### config.mk
export PLATFORM = sky130hd
export DESIGN_NAME = anode_scanner
export DESIGN_NICKNAME = d
export VERILOG_FILES = /design/src/rtl/disp_pkg.sv /design/src/rtl/tick_divider.sv /design/src/rtl/anode_scanner.sv
export SDC_FILE = /design/constraint.sdc
export NUM_CORES = 1
export LEC_CHECK = 0
export ABC_AREA = 0
export BUFFER_PORTS_ARGS = -buffer_cell sky130_fd_sc_hd__buf_2
export CORE_MARGIN = 1
export CORE_UTILIZATION = 60
export CTS_CLUSTER_DIAMETER = 50
export DETAILED_ROUTE_END_ITERATION = 8
export PLACE_DENSITY = 0.84
export SLEW_MARGIN = 20
export SYNTH_ARGS = -nofsm -noshare
export SYNTH_HDL_FRONTEND = slang
export SYNTH_SLANG_ARGS = --single-unit
export TNS_END_PERCENT = 30
### constraint.sdc
create_clock -name clk -period 3.6 [get_ports clk]
set_input_delay 0.72 -clock clk [delete_from_list [all_inputs] [get_ports clk]]
set_output_delay 0.72 -clock clk [all_outputs]
set_load 0.005 [all_outputs]
### src/rtl/disp_pkg.sv
// disp_pkg: shared types, defaults and helpers for the seven-segment display path.
package disp_pkg;

  typedef enum logic [0:0] {
    SCAN_ON   = 1'b0,
    SCAN_DEAD = 1'b1
  } scan_state_t;

  localparam int DEF_NUM_DIGITS  = 4;
  localparam int DEF_TICK_DIV    = 100000;
  localparam int DEF_DEAD_CYCLES = 16;

  // Widest digit count the one-hot helper can express.
  localparam int MAX_DIGITS = 32;

  // Active-low one-hot: bit idx is 0, every other bit is 1.
  function automatic logic [MAX_DIGITS-1:0] onehot_low(input int unsigned idx);
    logic [MAX_DIGITS-1:0] v;
    v = '1;
    v[idx[4:0]] = 1'b0;
    return v;
  endfunction

endpackage

### src/rtl/tick_divider.sv
// tick_divider: prescaler counting 0..DIV-1 while enabled, with synchronous
// restart. tick is high in the cycle where the count sits at DIV-1 and en=1,
// so the wrap and any consumer update land on the same edge.
module tick_divider #(
  parameter int DIV = 4
) (
  input  logic clk,
  input  logic rst,
  input  logic en,
  input  logic restart,
  output logic tick
);

  localparam int             CW   = (DIV > 1) ? $clog2(DIV) : 1;
  localparam logic [CW-1:0]  LAST = CW'(DIV - 1);

  logic [CW-1:0] count;

  assign tick = en && (count == LAST);

  // Count while enabled, wrap at terminal count, hold otherwise.
  always_ff @(posedge clk or posedge rst) begin
    if (rst) begin
      count <= '0;
    end else if (restart) begin
      count <= '0;
    end else if (en) begin
      if (count == LAST) begin
        count <= '0;
      end else begin
        count <= count + 1'b1;
      end
    end
  end

endmodule

### src/rtl/anode_scanner.sv
// anode_scanner: free-running common-anode digit multiplexer with per-digit
// blanking, scan enable and a slot-start strobe for the segment-data mux.
// Optional macro ANODE_SCAN_DEADTIME_EN inserts DEAD_CYCLES all-off cycles
// after every slot to suppress ghosting between digits.
module anode_scanner
  import disp_pkg::*;
#(
  parameter int NUM_DIGITS  = DEF_NUM_DIGITS,
  parameter int TICK_DIV    = DEF_TICK_DIV,
  parameter int DEAD_CYCLES = DEF_DEAD_CYCLES,
  localparam int SW = (NUM_DIGITS > 1) ? $clog2(NUM_DIGITS) : 1
) (
  input  logic                  clk,
  input  logic                  rst,
  input  logic                  en,
  input  logic [NUM_DIGITS-1:0] blank_mask,
  output logic [NUM_DIGITS-1:0] anode,
  output logic [SW-1:0]         digit_sel,
  output logic                  slot_start
);

  localparam logic [SW-1:0]         LAST_SEL  = SW'(NUM_DIGITS - 1);
  localparam logic [NUM_DIGITS-1:0] ANODE_RST = {{(NUM_DIGITS-1){1'b1}}, 1'b0};
  localparam logic [NUM_DIGITS-1:0] ALL_OFF   = '1;

  if (NUM_DIGITS < 2 || NUM_DIGITS > MAX_DIGITS || TICK_DIV < 2 || DEAD_CYCLES < 1) begin : g_bad_params
    $error("anode_scanner: illegal parameter combination");
  end

  logic                  on_en;
  logic                  on_tick;
  logic [SW-1:0]         next_sel;
  logic [NUM_DIGITS-1:0] drive_cur;
  logic [NUM_DIGITS-1:0] drive_next;

  assign next_sel = (digit_sel == LAST_SEL) ? '0 : digit_sel + 1'b1;

  // A blanked digit or a disabled scan forces its anode high; only the
  // selected bit can be low in the one-hot, so OR-ing the mask is enough.
  assign drive_cur  = NUM_DIGITS'(onehot_low(32'(digit_sel))) | blank_mask | {NUM_DIGITS{~en}};
  assign drive_next = NUM_DIGITS'(onehot_low(32'(next_sel)))  | blank_mask | {NUM_DIGITS{~en}};

  tick_divider #(.DIV(TICK_DIV)) u_on_div (
    .clk     (clk),
    .rst     (rst),
    .en      (on_en),
    .restart (1'b0),
    .tick    (on_tick)
  );

`ifdef ANODE_SCAN_DEADTIME_EN
  scan_state_t state;
  logic        dead_tick;

  assign on_en = en && (state == SCAN_ON);

  tick_divider #(.DIV(DEAD_CYCLES)) u_dead_div (
    .clk     (clk),
    .rst     (rst),
    .en      (en && (state == SCAN_DEAD)),
    .restart (1'b0),
    .tick    (dead_tick)
  );

  // Slot sequencer: ON slot, then an all-off gap before the next digit lights.
  always_ff @(posedge clk or posedge rst) begin
    if (rst) begin
      state      <= SCAN_ON;
      digit_sel  <= '0;
      slot_start <= 1'b0;
      anode      <= ANODE_RST;
    end else begin
      slot_start <= on_tick;
      case (state)
        SCAN_ON: begin
          if (on_tick) begin
            digit_sel <= next_sel;
            state     <= SCAN_DEAD;
            anode     <= ALL_OFF;
          end else begin
            anode <= drive_cur;
          end
        end
        default: begin
          if (dead_tick) begin
            state <= SCAN_ON;
            anode <= drive_cur;
          end else begin
            anode <= ALL_OFF;
          end
        end
      endcase
    end
  end
`else
  assign on_en = en;

  // Slot sequencer: advance the digit and refresh the anodes on every wrap.
  always_ff @(posedge clk or posedge rst) begin
    if (rst) begin
      digit_sel  <= '0;
      slot_start <= 1'b0;
      anode      <= ANODE_RST;
    end else begin
      slot_start <= on_tick;
      if (on_tick) begin
        digit_sel <= next_sel;
        anode     <= drive_next;
      end else begin
        anode <= drive_cur;
      end
    end
  end
`endif

endmodule

==> results of run 1 <==
-- cells by family (layout without fill, tap and decap cells) --
family,Yosys count,count (layout),synth area share [%]
XOR/XNOR,13,13,8.95
buffers and inverters,11,25,3.34
AO/OA/AOI/OAI,15,15,6.69
adder cells (fa/ha/maj),7,7,6.88
AND/OR/NAND/NOR,59,59,25.1
flip-flops,24,24,47.5
multiplexers,2,2,1.57
-- worst paths after layout --
| path | end | cells past startpoint | slack, ps | from |
|---|---|---|---|---|
| min reg2reg | u_on_div.count[14] | 1 | 560 | u_on_div.count[14] |
| max reg2reg | anode[3] | 4 | 1410 | u_on_div.count[12] |
| min | digit_sel[1] | 2 | 560 | rst |
| max in group asynchronous | u_on_div.count[1] | 2 | 2520 | rst |
| max | anode[3] | 4 | 1410 | u_on_div.count[12] |
| min in group clk | u_on_div.count[14] | 1 | 560 | u_on_div.count[14] |
-- cell usage in the layout, fill, tap and decap left out --
cell type,Yosys,routed
o211ai_1,2,2
and4bb_2,1,1
nor4_1,4,4
nand4_1,6,6
or4_1,2,2
dfrtp_1,21,21
nand2_1,14,14
mux2i_1,2,2
o21ai_0,4,4
nor2_1,12,12
and4_1,1,1
nor4b_1,1,1
ha_1,7,7
xor2_1,1,1
xnor2_1,12,12
clkbuf_8,0,1
or4b_1,2,2
nand3_1,5,5
nor3b_1,1,1
a21oi_1,5,5
nor2b_1,4,4
buf_2,0,13
nor3_1,4,4
nand3b_1,1,1
clkbuf_4,0,3
inv_1,8,8
nand4b_1,1,1
a31oi_1,4,4
dfstp_2,3,3
-- synth_stat cells, types with 2 or more instances --
cell	n	area, µm²
dfrtp_1	21	526
a31oi_1	4	25.0
or4b_1	2	20.0
dfstp_2	3	78.8
nand2_1	14	52.6
a21oi_1	5	25.0
nor4_1	4	25.0
clkbuf_1	2	7.51
nor2_1	12	45.0
nor3_1	4	20.0
nor2b_1	4	25.0
ha_1	7	87.6
xnor2_1	12	105
mux2i_1	2	20.0
o21ai_0	4	20.0
nand3_1	5	25.0
inv_1	8	30.0
or4_1	2	15.0
o211ai_1	2	15.0
nand4_1	6	37.5
-- flip-flops by register name, summed over array words and instances, names as in the netlist --
signal	count
anode	4
digit_sel	2
slot_start	1
u_on_div.count	17
-- per-stage QoR --
stage | utilization (%) | std cells | hold WS (ps) | total power (W) | area (µm²)
2_1_floorplan | - | 131 | 469 | 0.000446 | 1270
3_3_place_gp | 68.6 | 168 | 509 | 0.000465 | 1360
5_1_grt | 70.4 | 172 | 575 | 0.000649 | 1400
6_report | 70.4 | 172 | 558 | 0.000614 | 1400
4_1_cts | 70.4 | 172 | 550 | 0.000618 | 1400
3_5_place_dp | 68.6 | 168 | 527 | 0.000472 | 1360
-- power breakdown --
part | internal, W | switching [W]
registers | 0.000305 | 0.0000512
clock network | 0.0000618 | 0.0000809
logic | 0.0000513 | 0.0000637
-- per-layer routing --
layer  track usage, %  wire length (µm)
met4             10.0                29
met3             6.04               130
met5                0                 0
met1             32.9              1100
met2             39.7              1180
-- area by class of cell --
| cell class | count | area (µm²) | area share [%] |
|---|---|---|---|
| clock buffers | 4 | 36.3 | 2.60 |
| inverters | 8 | 30.0 | 2.15 |
| multi-input cells | 96 | 626 | 44.8 |
| flip-flops and latches | 24 | 604 | 43.3 |
| well taps | 27 | 33.8 | 2.42 |
| repair buffers | 13 | 65.1 | 4.66 |
==> results.md, run 1 <==
* Core area at roughly 0.0020 mm²
* First-pass GRT wire length at roughly 4000 µm
* Critical path launch point type: flip-flop
* Root buffer cell: clkbuf_4
* DP Worst Slack at approximately 1500 ps
* WP data required at between 3000 and 4000 ps
* First-pass DRT Iterations at 4
* CTS tree: yes
* Largest net degree at the start of global routing at 25
* # IOs at 14
* Die Area at between 0.002 and 0.0025 mm²
* CP top delay family: simple AND/OR/NAND/NOR gates
* Setup Crit Path Kind: reg -> reg
* Layout cells sized above 1 at around 14%
* CP endpoint kind: flip-flop
* Num rows at 16
* Setup TNS at 0 ps
* Grt total ovfl at 0
* Worst vdd ir at 0.408 mV
* Mapped cell area at approximately 0.0013 mm²
* Clk_lat worst skew at between 300 and 400 ps
* Crit path cell chain: or4b_1 -> nor4_1 -> a21oi_1 -> a31oi_1
* EDFF count, synth at 0
* Clk sinks at 24
* Transition time at the pin with the least slew margin at about 860 ps
* Final critical-path setup slack at 1410 ps
* RePlAce Congestion at between 0.8 and 0.9
* Vias in the first global route at ~900
* # setup viols final at 0
* Routed Antenna Nets at 0
* Post CTS Setup Buffer Count at 0
* Total CTS buffers at 3
* Largest stage delay on the critical path at 700 ps
* Post_cts resized at 0
* GR Util All Layers at 25.1%
* DR DRC count at 0
* Detail Placement HPWL at roughly 1800 µm
* Count of different cell masters after synthesis at 28
* Post-Syn Nets at approximately 150
* Hold/Removal Path Class: in -> async
* # nets final at 160
* Area Growth Syn to Fin at 9.64%
* Cell Pwr Density at approximately 440 mW/mm²
* DR vias at 988
* Critical Path AT at ~2400 ps
* Antenna diodes at 0
* Final Hold Vio Count at 0
* Clock transition at the registers of the reported paths at 130 ps
* Synthesized flop and latch total at 24
* Period utilization at roughly three fifths
* RSZ-0062 raised after global routing: no
* H-tree levels at 1
* CP Buf/Inv Count at 0
* Slowest cell on the critical path: nor4_1
* Max Cap Viol at 0
* Initial core utilization at 64.2%
* Routed length per placed instance at around 14 µm
* Slew margin rel. at between 40% and 50%
* Via/cell ratio at 5.74
* Die height at about 48 µm
* # hold bufs at CTS at 0
* Crit Path Max Fanout at 6
* DRT Wirelength at ~2400 µm
* Die W at between 40 and 50 µm
* Port Buffers at 13
* Longest Clk Path Bufs at 2
* Leak Pwr at between 0.5 and 0.6 nW
* 1st-iter DRT viols at 23
* Setup Skew at 1.34 ps
* Syn Inst Count at roughly 130
* Fillers at between 100 and 150
* Fin. max-slew vios at 0
* Average size of a mapped cell at about 9.7 µm²
* Ys flop type: dfrtp_1
* Yosys warnings at 0
* Sequential share of the synthesized area at between 40% and 50%
* Ys async rst share at 100%
* Final min period at between 2000 and 2500 ps
* Initial antenna violation count at 0
* Run status: complete, no violations
* F_max at about 460 MHz
No activity file was read; power rests on OpenSTA's default activity.
==> inputs of run 2 (changes only) <==
--- a/config.mk
+++ b/config.mk
@@ -8,10 +8,10 @@
 export ABC_AREA = 0
 export BUFFER_PORTS_ARGS = -buffer_cell sky130_fd_sc_hd__buf_2
 export CORE_MARGIN = 1
-export CORE_UTILIZATION = 60
+export CORE_UTILIZATION = 51
 export CTS_CLUSTER_DIAMETER = 50
 export DETAILED_ROUTE_END_ITERATION = 8
-export PLACE_DENSITY = 0.84
+export PLACE_DENSITY = 0.77
 export SLEW_MARGIN = 20
 export SYNTH_ARGS = -nofsm -noshare
 export SYNTH_HDL_FRONTEND = slang
==> constraint.sdc (replaced) <==
create_clock -name clk -period 1.9 [get_ports clk]
set_input_delay 0.38 -clock clk [delete_from_list [all_inputs] [get_ports clk]]
set_output_delay 0.38 -clock clk [all_outputs]
set_load 0.005 [all_outputs]
==> run 2 against run 1 <==
Effect of this change:
- the run now ends with setup timing left
- register-to-register slack worse by 1500 ps
- worst hold slack worse by 450 ps
- fmax is 9.6% higher
- global-route usage is 2.4 points lower
- cell count is 8.7% higher
- routed wire length is 5.7% higher
- sequential share of layout area is 3.1 points lower
- die area is 17% higher
- sequential power is 88% higher
- critical endpoint is now digit_sel[0]
- largest power group unchanged
==> results.md, run 2 (synthesis results as in run 1) <==
* Detail Placement HPWL at a little over 2000 µm
* Antenna diodes at 0
* Fin. max-slew vios at 0
* Final critical-path setup slack at -94.5 ps
* Total CTS buffers at 3
* Reported net switching power at roughly 0.00037 W
* GR Util All Layers at a little under a quarter
* Final Power at between 0.001 and 0.0015 W
* Vias in the first global route at 1000
* Violated checks: setup timing
* Commonest non-fill, non-tap cell in the layout: dfrtp_1
* H-tree levels at 1
* RSZ-0062 raised after global routing: yes
* Cell Pwr Density at roughly 760 mW/mm²
* # hold bufs at CTS at 0
* Final Hold Vio Count at 0
* Clk sinks at 24
* Net Sw Frac at 32.6%
* Post CTS Setup Buffer Count at 0
* WP data required at 2150 ps
* Largest stage delay on the critical path at about 540 ps
* DRT Wirelength at 2580 µm
* Die Area at around 0.0027 mm²
* CP top delay family: simple AND/OR/NAND/NOR gates
* Run status: finished with violations
* Top reg by flops: u_on_div.count
* Max reg flops at 17
* Critical Path AT at 2240 ps
* CTS tree: yes
* DR vias at 1063
* Dpl cell area at about 0.0015 mm²
* # nets final at roughly 170
* Clock Power Share at between 20% and 30%
* Setup Skew at 1.27 ps
* Worst Hold Slack at about 110 ps
* Fillers at 180
* Clk_lat worst skew at a little over 300 ps
* Initial core utilization at 55.9%
* Die W at between 50 and 60 µm
* Slowest cell on the critical path: or4b_4
* RePlAce Congestion at between 0.9 and 1
* DR DRC count at 0
* Longest Clk Path Bufs at 2
* Hold/Removal Path Class: in -> async
* Routed length per placed instance at between 10 and 15 µm
* Num rows at 17
* Transition time at the pin with the least slew margin at around 400 ps
* Worst vdd ir at approximately 0.55 mV
* CP endpoint kind: flip-flop
* Sequential power share at between 50% and 60%
* CP Buf/Inv Count at 0
* Grt total ovfl at 0
* Critical path launch point type: flip-flop
* Top Registers: u_on_div.count (17), anode (4), digit_sel (2)
* Port Buffers at 13
* First-pass DRT Iterations at 4
* Setup Crit Path Kind: reg -> reg
* First-pass GRT wire length at about 4400 µm
* Final Cell Area at 0.00150 mm²
* F_max at 501 MHz
* Period utilization at 105%
* Area Growth Syn to Fin at 18.1%
* Clock transition at the registers of the reported paths at around 130 ps
* Final min period at between 1500 and 2000 ps
* Slew margin rel. at between 70% and 80%
* Crit path cell chain: or4b_4 -> or4_4 -> or4_1 -> o21ai_1
* Core area at approximately 0.0023 mm²
* Root buffer cell: clkbuf_4
* Die height at ~52 µm
* Leak Pwr at ~0.66 nW
* P_int at just under 0.0008 W
* Largest net degree at the start of global routing at 25
* Via/cell ratio at ~5.7
* Crit Path Max Fanout at 2
* Most frequent cells in the layout: 21 x dfrtp_1, 14 x nand2_1, 14 x buf_4
* Layout cells sized above 1 at between 20% and 30%
* 1st-iter DRT viols at 20
* # IOs at 14
* Routed Antenna Nets at 0
* Max Cap Viol at 0
* Initial antenna violation count at 0
* # setup viols final at 1
* Comb pwr share at a little over a fifth
==> run 2: final cells by class <==
type | instances | area [µm²] | share of cell area (%)
multi-input cells | 96 | 637 | 42.4
flip-flops and latches | 24 | 604 | 40.2
repair buffers | 27 | 170 | 11.3
well taps | 28 | 35.0 | 2.33
inverters | 8 | 30.0 | 2.00
clock buffers | 4 | 26.3 | 1.75
==> run 2: power by group through the flow <==
stage	Combinational [W]	Sequential (W)	Clock, W
after floorplan	0.000207	0.000638	0
after global placement	0.000227	0.000671	0
after detailed placement	0.000239	0.000676	0
after CTS	0.000241	0.000666	0.000241
after global routing	0.000284	0.000680	0.000251
final	0.000240	0.000671	0.000229
==> run 2: worst min-delay path: stages <==
cell and delay, ps:
buf_2 100, inv_1 50, buf_4 290
==> run 2: timing repair <==
item / 4_1_cts / 5_1_grt
gates cloned: 0 / 0
setup endpoints to repair: 3 / 6
resized for setup: 3 / 1
hold endpoints to repair: 0 / 0
pin swaps: 0 / 0
==> run 2: path summary, 6_finish.rpt <==
kind / cells past startpoint / slack, ps / end / from
min: 3 / 110 / slot_start / rst
max: 4 / -90 / digit_sel[0] / u_on_div.count[14]
min in group clk: 3 / 390 / anode[1] / blank_mask[1]
max in group asynchronous: 3 / 1520 / anode[1] / rst
min reg2reg: 2 / 580 / u_on_div.count[14] / u_on_div.count[14]
max reg2reg: 4 / -90 / digit_sel[0] / u_on_div.count[14]
==> run 2: through the flow <==
stage	setup slack, ps	TNS, ps	std cells	utilization, %
5_1_grt	-153	-219	187	66.0
3_3_place_gp	-76.8	-76.8	183	64.4
3_5_place_dp	-84.0	-84.0	183	64.4
2_1_floorplan	-71.9	-71.9	131	-
6_report	-94.5	-94.5	187	66.0
4_1_cts	-95.1	-95.1	187	65.9
==> run 2: per-layer routing <==
layer | GRT usage, % | wire length, µm
met1 | 29.2 | 1120
met2 | 37.8 | 1290
met3 | 2.92 | 126
met4 | 9.46 | 44
met5 | 0 | 0
